`config.mk`:
```
export PLATFORM = sky130hd
export DESIGN_NAME = cordic_rot_prerotate
export DESIGN_NICKNAME = d
export VERILOG_FILES = /design/src/rtl/cordic_pkg.sv /design/src/rtl/cordic_const_mult.sv /design/src/rtl/cordic_rot_prerotate.sv
export SDC_FILE = /design/constraint.sdc
export NUM_CORES = 1
export LEC_CHECK = 0
export ABC_AREA = 0
export ABC_CLOCK_PERIOD_IN_PS = 9400
export BUFFER_PORTS_ARGS = -buffer_cell sky130_fd_sc_hd__buf_2
export CORE_MARGIN = 2
export CORE_UTILIZATION = 52
export DETAILED_ROUTE_END_ITERATION = 10
export PLACE_DENSITY = 0.71
export SETUP_SLACK_MARGIN = 0.3
export SLEW_MARGIN = 20
export SYNTH_ARGS = -nofsm -noshare
export SYNTH_HDL_FRONTEND = slang
export SYNTH_HIERARCHICAL = 1
export SYNTH_SLANG_ARGS = --single-unit
```
`constraint.sdc`:
```
create_clock -name clk -period 9.4 [get_ports clk]
set_input_delay 2.82 -clock clk [delete_from_list [all_inputs] [get_ports clk]]
set_output_delay 2.82 -clock clk [all_outputs]
set_load 0.005 [all_outputs]
```
`src/rtl/cordic_pkg.sv`:
```
// Shared constants, FSM state encoding and helpers for the CORDIC rotation front end.
package cordic_pkg;

  localparam logic [15:0] HALF_PI = 16'h4000;
  localparam logic [15:0] K_Q16   = 16'h9B75;
  localparam int          SAT_W   = 32;

  typedef enum logic [1:0] {
    IDLE   = 2'd0,
    REDUCE = 2'd1,
    SCALE  = 2'd2,
    ISSUE  = 2'd3
  } state_e;

  // Two's-complement negate of a w-bit value carried in SAT_W bits; the most negative
  // w-bit value maps to the most positive one instead of wrapping back onto itself.
  function automatic logic signed [SAT_W-1:0] sat_neg(
    input logic signed [SAT_W-1:0] v,
    input int unsigned             w
  );
    logic signed [SAT_W-1:0] v_min;
    v_min = -$signed(SAT_W'(1'b1) << (w - 32'd1));
    if (v == v_min) begin
      sat_neg = ~v_min;
    end else begin
      sat_neg = -v;
    end
  endfunction

endpackage

```
`src/rtl/cordic_const_mult.sv`:
```
// Bit-serial multiply by K_Q16: one partial product per step, selected by the step index.
module cordic_const_mult
  import cordic_pkg::*;
#(
  parameter int data_width = 16,
  parameter int acc_width  = data_width + 17
) (
  input  logic                         clk,
  input  logic                         nreset,
  input  logic                         i_clear,
  input  logic                         i_step,
  input  logic [3:0]                   i_cnt,
  input  logic signed [data_width-1:0] i_value,
  output logic signed [acc_width-1:0]  o_acc
);

  logic signed [acc_width-1:0] w_term;
  logic signed [acc_width-1:0] r_acc;

  // Sign-extended operand weighted by 2^cnt.
  always_comb begin
    w_term = acc_width'(i_value) <<< i_cnt;
  end

  // Accumulate the partial product whenever the matching K bit is set.
  always_ff @(posedge clk or negedge nreset) begin
    if (!nreset) begin
      r_acc <= '0;
    end else if (i_clear) begin
      r_acc <= '0;
    end else if (i_step && K_Q16[i_cnt]) begin
      r_acc <= r_acc + w_term;
    end else begin
      r_acc <= r_acc;
    end
  end

  assign o_acc = r_acc;

endmodule

```
`src/rtl/cordic_rot_prerotate.sv`:
```
// CORDIC rotation front end: quadrant fold by an exact +/-90 degree turn, optional
// multiply by the gain inverse K, then a one-cycle issue strobe into stage 1.
module cordic_rot_prerotate
  import cordic_pkg::*;
#(
  parameter int data_width  = 16,
  parameter int angle_width = 16,
  parameter int prescale    = 1
) (
  input  logic                          clk,
  input  logic                          nreset,
  input  logic                          in_valid,
  output logic                          in_ready,
  input  logic signed [data_width-1:0]  x_in,
  input  logic signed [data_width-1:0]  y_in,
  input  logic signed [angle_width-1:0] target_in,
  output logic signed [data_width-1:0]  x_vec_out,
  output logic signed [data_width-1:0]  y_vec_out,
  output logic signed [angle_width-1:0] angle_out,
  output logic signed [angle_width-1:0] target_angle_out,
  output logic                          enable_out,
  output logic                          busy
);

  localparam logic signed [angle_width-1:0] LP_HALF_PI     = angle_width'(HALF_PI);
  localparam logic signed [angle_width-1:0] LP_NEG_HALF_PI = -LP_HALF_PI;
  localparam int                            LP_ACC_W       = data_width + 17;
  localparam int                            LP_FRAC        = 16;
  localparam bit                            LP_PRESCALE    = (prescale != 0);

  state_e                         r_state;
  logic [3:0]                     r_cnt;
  logic signed [data_width-1:0]   r_x;
  logic signed [data_width-1:0]   r_y;
  logic signed [angle_width-1:0]  r_t;
  logic signed [data_width-1:0]   r_x_out;
  logic signed [data_width-1:0]   r_y_out;
  logic signed [angle_width-1:0]  r_angle_out;
  logic signed [angle_width-1:0]  r_target_out;
  logic                           r_enable;

  logic signed [data_width-1:0]   w_red_x;
  logic signed [data_width-1:0]   w_red_y;
  logic signed [angle_width-1:0]  w_red_t;
  logic signed [LP_ACC_W-1:0]     w_acc_x;
  logic signed [LP_ACC_W-1:0]     w_acc_y;
  logic                           w_clear;
  logic                           w_step;

  function automatic logic signed [data_width-1:0] neg_d(input logic signed [data_width-1:0] v);
    neg_d = data_width'(sat_neg(SAT_W'(v), data_width));
  endfunction

  // Fold the captured target into [-pi/2, pi/2]; exactly +/-pi/2 is left alone.
  always_comb begin
    w_red_x = r_x;
    w_red_y = r_y;
    w_red_t = r_t;
    if (r_t > LP_HALF_PI) begin
      w_red_x = neg_d(r_y);
      w_red_y = r_x;
      w_red_t = r_t - LP_HALF_PI;
    end else if (r_t < LP_NEG_HALF_PI) begin
      w_red_x = r_y;
      w_red_y = neg_d(r_x);
      w_red_t = r_t + LP_HALF_PI;
    end else begin
      w_red_x = r_x;
      w_red_y = r_y;
      w_red_t = r_t;
    end
  end

  assign w_clear = (r_state == REDUCE);
  assign w_step  = (r_state == SCALE);

  cordic_const_mult #(
    .data_width (data_width),
    .acc_width  (LP_ACC_W)
  ) u_mult_x (
    .clk     (clk),
    .nreset  (nreset),
    .i_clear (w_clear),
    .i_step  (w_step),
    .i_cnt   (r_cnt),
    .i_value (r_x),
    .o_acc   (w_acc_x)
  );

  cordic_const_mult #(
    .data_width (data_width),
    .acc_width  (LP_ACC_W)
  ) u_mult_y (
    .clk     (clk),
    .nreset  (nreset),
    .i_clear (w_clear),
    .i_step  (w_step),
    .i_cnt   (r_cnt),
    .i_value (r_y),
    .o_acc   (w_acc_y)
  );

  // Sequencer: capture, reduce, optional 16-step scale, then issue with registered outputs.
  always_ff @(posedge clk or negedge nreset) begin
    if (!nreset) begin
      r_state      <= IDLE;
      r_cnt        <= 4'd0;
      r_x          <= '0;
      r_y          <= '0;
      r_t          <= '0;
      r_x_out      <= '0;
      r_y_out      <= '0;
      r_angle_out  <= '0;
      r_target_out <= '0;
      r_enable     <= 1'b0;
    end else begin
      r_enable <= 1'b0;
      case (r_state)
        IDLE: begin
          if (in_valid) begin
            r_x     <= x_in;
            r_y     <= y_in;
            r_t     <= target_in;
            r_state <= REDUCE;
          end else begin
            r_state <= IDLE;
          end
        end
        REDUCE: begin
          r_x   <= w_red_x;
          r_y   <= w_red_y;
          r_t   <= w_red_t;
          r_cnt <= 4'd0;
          if (LP_PRESCALE) begin
            r_state <= SCALE;
          end else begin
            r_state <= ISSUE;
          end
        end
        SCALE: begin
          if (r_cnt == 4'd15) begin
            r_state <= ISSUE;
          end else begin
            r_cnt <= r_cnt + 4'd1;
          end
        end
        ISSUE: begin
          if (LP_PRESCALE) begin
            r_x_out <= data_width'(w_acc_x >>> LP_FRAC);
            r_y_out <= data_width'(w_acc_y >>> LP_FRAC);
          end else begin
            r_x_out <= r_x;
            r_y_out <= r_y;
          end
          r_target_out <= r_t;
          r_angle_out  <= '0;
          r_enable     <= 1'b1;
          r_state      <= IDLE;
        end
        default: begin
          r_state <= IDLE;
        end
      endcase
    end
  end

  assign in_ready         = (r_state == IDLE);
  assign busy             = (r_state != IDLE);
  assign x_vec_out        = r_x_out;
  assign y_vec_out        = r_y_out;
  assign angle_out        = r_angle_out;
  assign target_angle_out = r_target_out;
  assign enable_out       = r_enable;

endmodule
```
==> impl_metrics.yaml <==
run_status:
  status: "completed"
global_routing:
  grt_pass1_wl_um: 56370
  grt_pass1_vias: 10820
  grt_overflow: 0
  grt_max_degree: 81
  antenna_found_initial: 1
  grt_usage: 0.2634
cts:
  cts_buffers: 17
  cts_tree: "done"
  postCtsHoldBufs: 0
  root_buffer: "clkbuf_16"
  cts_setup_buffers: 0
  cts.clk_slew.worst_paths_ns: 0.08
  clock_latency_ns: 0.44
  cts_buffer_depth: 2
  cts.sinks: 167
  ctsResizeCount: 0
  htree_levels: 4
floorplanning:
  io_pins: 118
  core_area_um2: 24460
  rows: 57
  die_h_um: 162.3
  die_w_um: 162.3
  start_util: 0.5327
  die_area_um2: 26340
drt:
  vias: 11890
  wl_per_cell_um: 18.27
  antenna_left: 0
  first_pass_iters: 5
  viasPerCell: 6.247
  drt-initial-drc-count: 1074
  finalWirelength_um: 34780
  drc: 0
placement:
  portBuffers: 101
  dp_hpwl_um: 24470
  place.gp.congestion: 0.9107
synthesis:
  yosysWarnings: 6
  syn_inst: 1531
  netlist_area_um2: 13030
  avgSynthCellArea_um2: 8.511
finish:
  drive_above_1_share: 0.1590
  area_growth_syn_to_layout_pct: 8.767
  final_nets: 1696
power:
  leakagePower_nw: 6.428
  power.internal_mw: 3.046
  swShare: 0.5159
  vdd_drop_max_v: 0.0001842
  clock_power_share: 0.117
  combPwrFrac: 0.661
  powerDensity_nw_per_um2: 444.1
  seq_power_share: 0.223
  total_power_mw: 6.293
  netSwitchingPower_mw: 3.247
sta:
  min_period_ns: 4.699
  worst_slew_pin_slew_ns: 1.107
  finalHoldWorstSlack_ns: 0.5005
  max_slew_margin: 0.2619
  rsz0062_at_grt: "no"
  finalCritPeriodShare: 0.4999
  max_freq_mhz: 212.8
  fin_setup_tns_ns: 0
  setup_violations: 0
  slew_viol_final: 0
  hold_viol_final: 0
  skew_ns: 0.01480
setup_path:
  worstRegToRegCells: 14
  r2r-end: "u_mult_x/o_acc[26]$_DFFE_PN0P_"
  critical_path_arrival_ns: 5.06
  cp-startpoint: "r_cnt[0]$_DFFE_PN0P_"
  critPathLaunchType: "flip-flop"
  rr_startpoint: "r_cnt[0]$_DFFE_PN0P_"
  crit_fanout: 56
  crit_type: "flip-flop to flip-flop"
  cp_data_required_time_ns: 9.76
  end_kind: "flip-flop"
  rrSetupSlack_ns: 4.70
worst_hold_path:
  hold_class: "flip-flop to flip-flop"
  min_from: "r_t[7]$_DFFE_PN0P_"
  holdPathEnd: "r_t[7]$_DFFE_PN0P_"
  min_path_cells: 2
run:
  max_cap_viol_count: 0
-- layout by cell type, fill, tap and decap left out, drive strengths merged, types with 26 or more instances in the layout --
master,instances
nand2,209
a21oi,182
dfrtp,167
buf,114
nor2,100
ha,77
nand3,60
mux2,57
o21ai,53
mux2i,45
inv,32
nor3,31
a21o,28
a211oi,27
a31oi,26
-- per-layer routing --
metal	part of all wire	wire (um)	GRT usage
met5	0	0	0
met1	0.46	16160	0.3923
met4	0.017	584	0.07080
met2	0.45	15810	0.4041
met3	0.064	2219	0.03422
-- metrics by stage --
stage                     std cells  utilization  instance area (um^2)  setup WS (ns)
after floorplan                1546            -                 13090          5.135
after global placement         1871       0.5537                 13550          4.647
after detailed placement       1871       0.5537                 13550          4.584
after CTS                      1903       0.5793                 14170          4.800
after global routing           1904       0.5794                 14170          4.361
final                          1904       0.5794                 14170          4.701
-- cell type report --
type                            count  area, um^2
Antenna cell                        1       2.502
Clock buffer                       17       425.4
Clock inverter                     15       198.9
Fill cell                        2206       10290
Inverter                           30       112.6
Multi-Input combinational cell   1236        8234
Sequential cell                   167        4184
Tap cell                          324       405.4
Timing Repair Buffer              114       609.3
-- worst max-delay path by stage --
stage               cells after the start                        endpoint  slack [ns]
global route                           14  u_mult_x/o_acc[28]$_DFFE_PN0P_        4.36
finish                                 14  u_mult_x/o_acc[26]$_DFFE_PN0P_        4.70
global placement                        3            r_cnt[3]$_DFFE_PN0P_        4.65
detailed placement                      7             r_y[10]$_DFFE_PN0P_        4.58
floorplan                               6             r_y[15]$_DFFE_PN0P_        5.14
CTS                                    14  u_mult_x/o_acc[28]$_DFFE_PN0P_        4.80
-- power by group through the flow --
stage / clock, mW / combinational (mW) / sequential, mW
global route: 0.785 / 4.59 / 1.45
global placement: 0 / 3.99 / 1.39
CTS: 0.749 / 4.10 / 1.39
detailed placement: 0 / 4.07 / 1.41
floorplan: 0 / 3.30 / 1.25
finish: 0.735 / 4.16 / 1.40
-- worst max-delay path, cell delays in order (launching register included) --
cell	delay [ns]
dfrtp_2	1.00
clkinv_1	0.51
o21ai_0	0.41
nor2_1	0.08
a21oi_1	0.29
o22ai_1	0.14
ha_1	0.39
a21oi_1	0.17
o21ai_0	0.16
or3_1	0.33
a21oi_1	0.24
o21ai_1	0.16
a21o_1	0.22
a2111o_1	0.41
o211ai_1	0.09
-- registers in the layout, indices dropped and copies added (netlist names), 2 cells and up --
name,count
x_vec_out,16
u_mult_x/o_acc,32
r_t,16
r_x,16
y_vec_out,16
u_mult_y/o_acc,32
target_angle_out,16
r_cnt,4
r_y,16
r_state,2
Note: power is estimated with default switching activity, not from simulation.
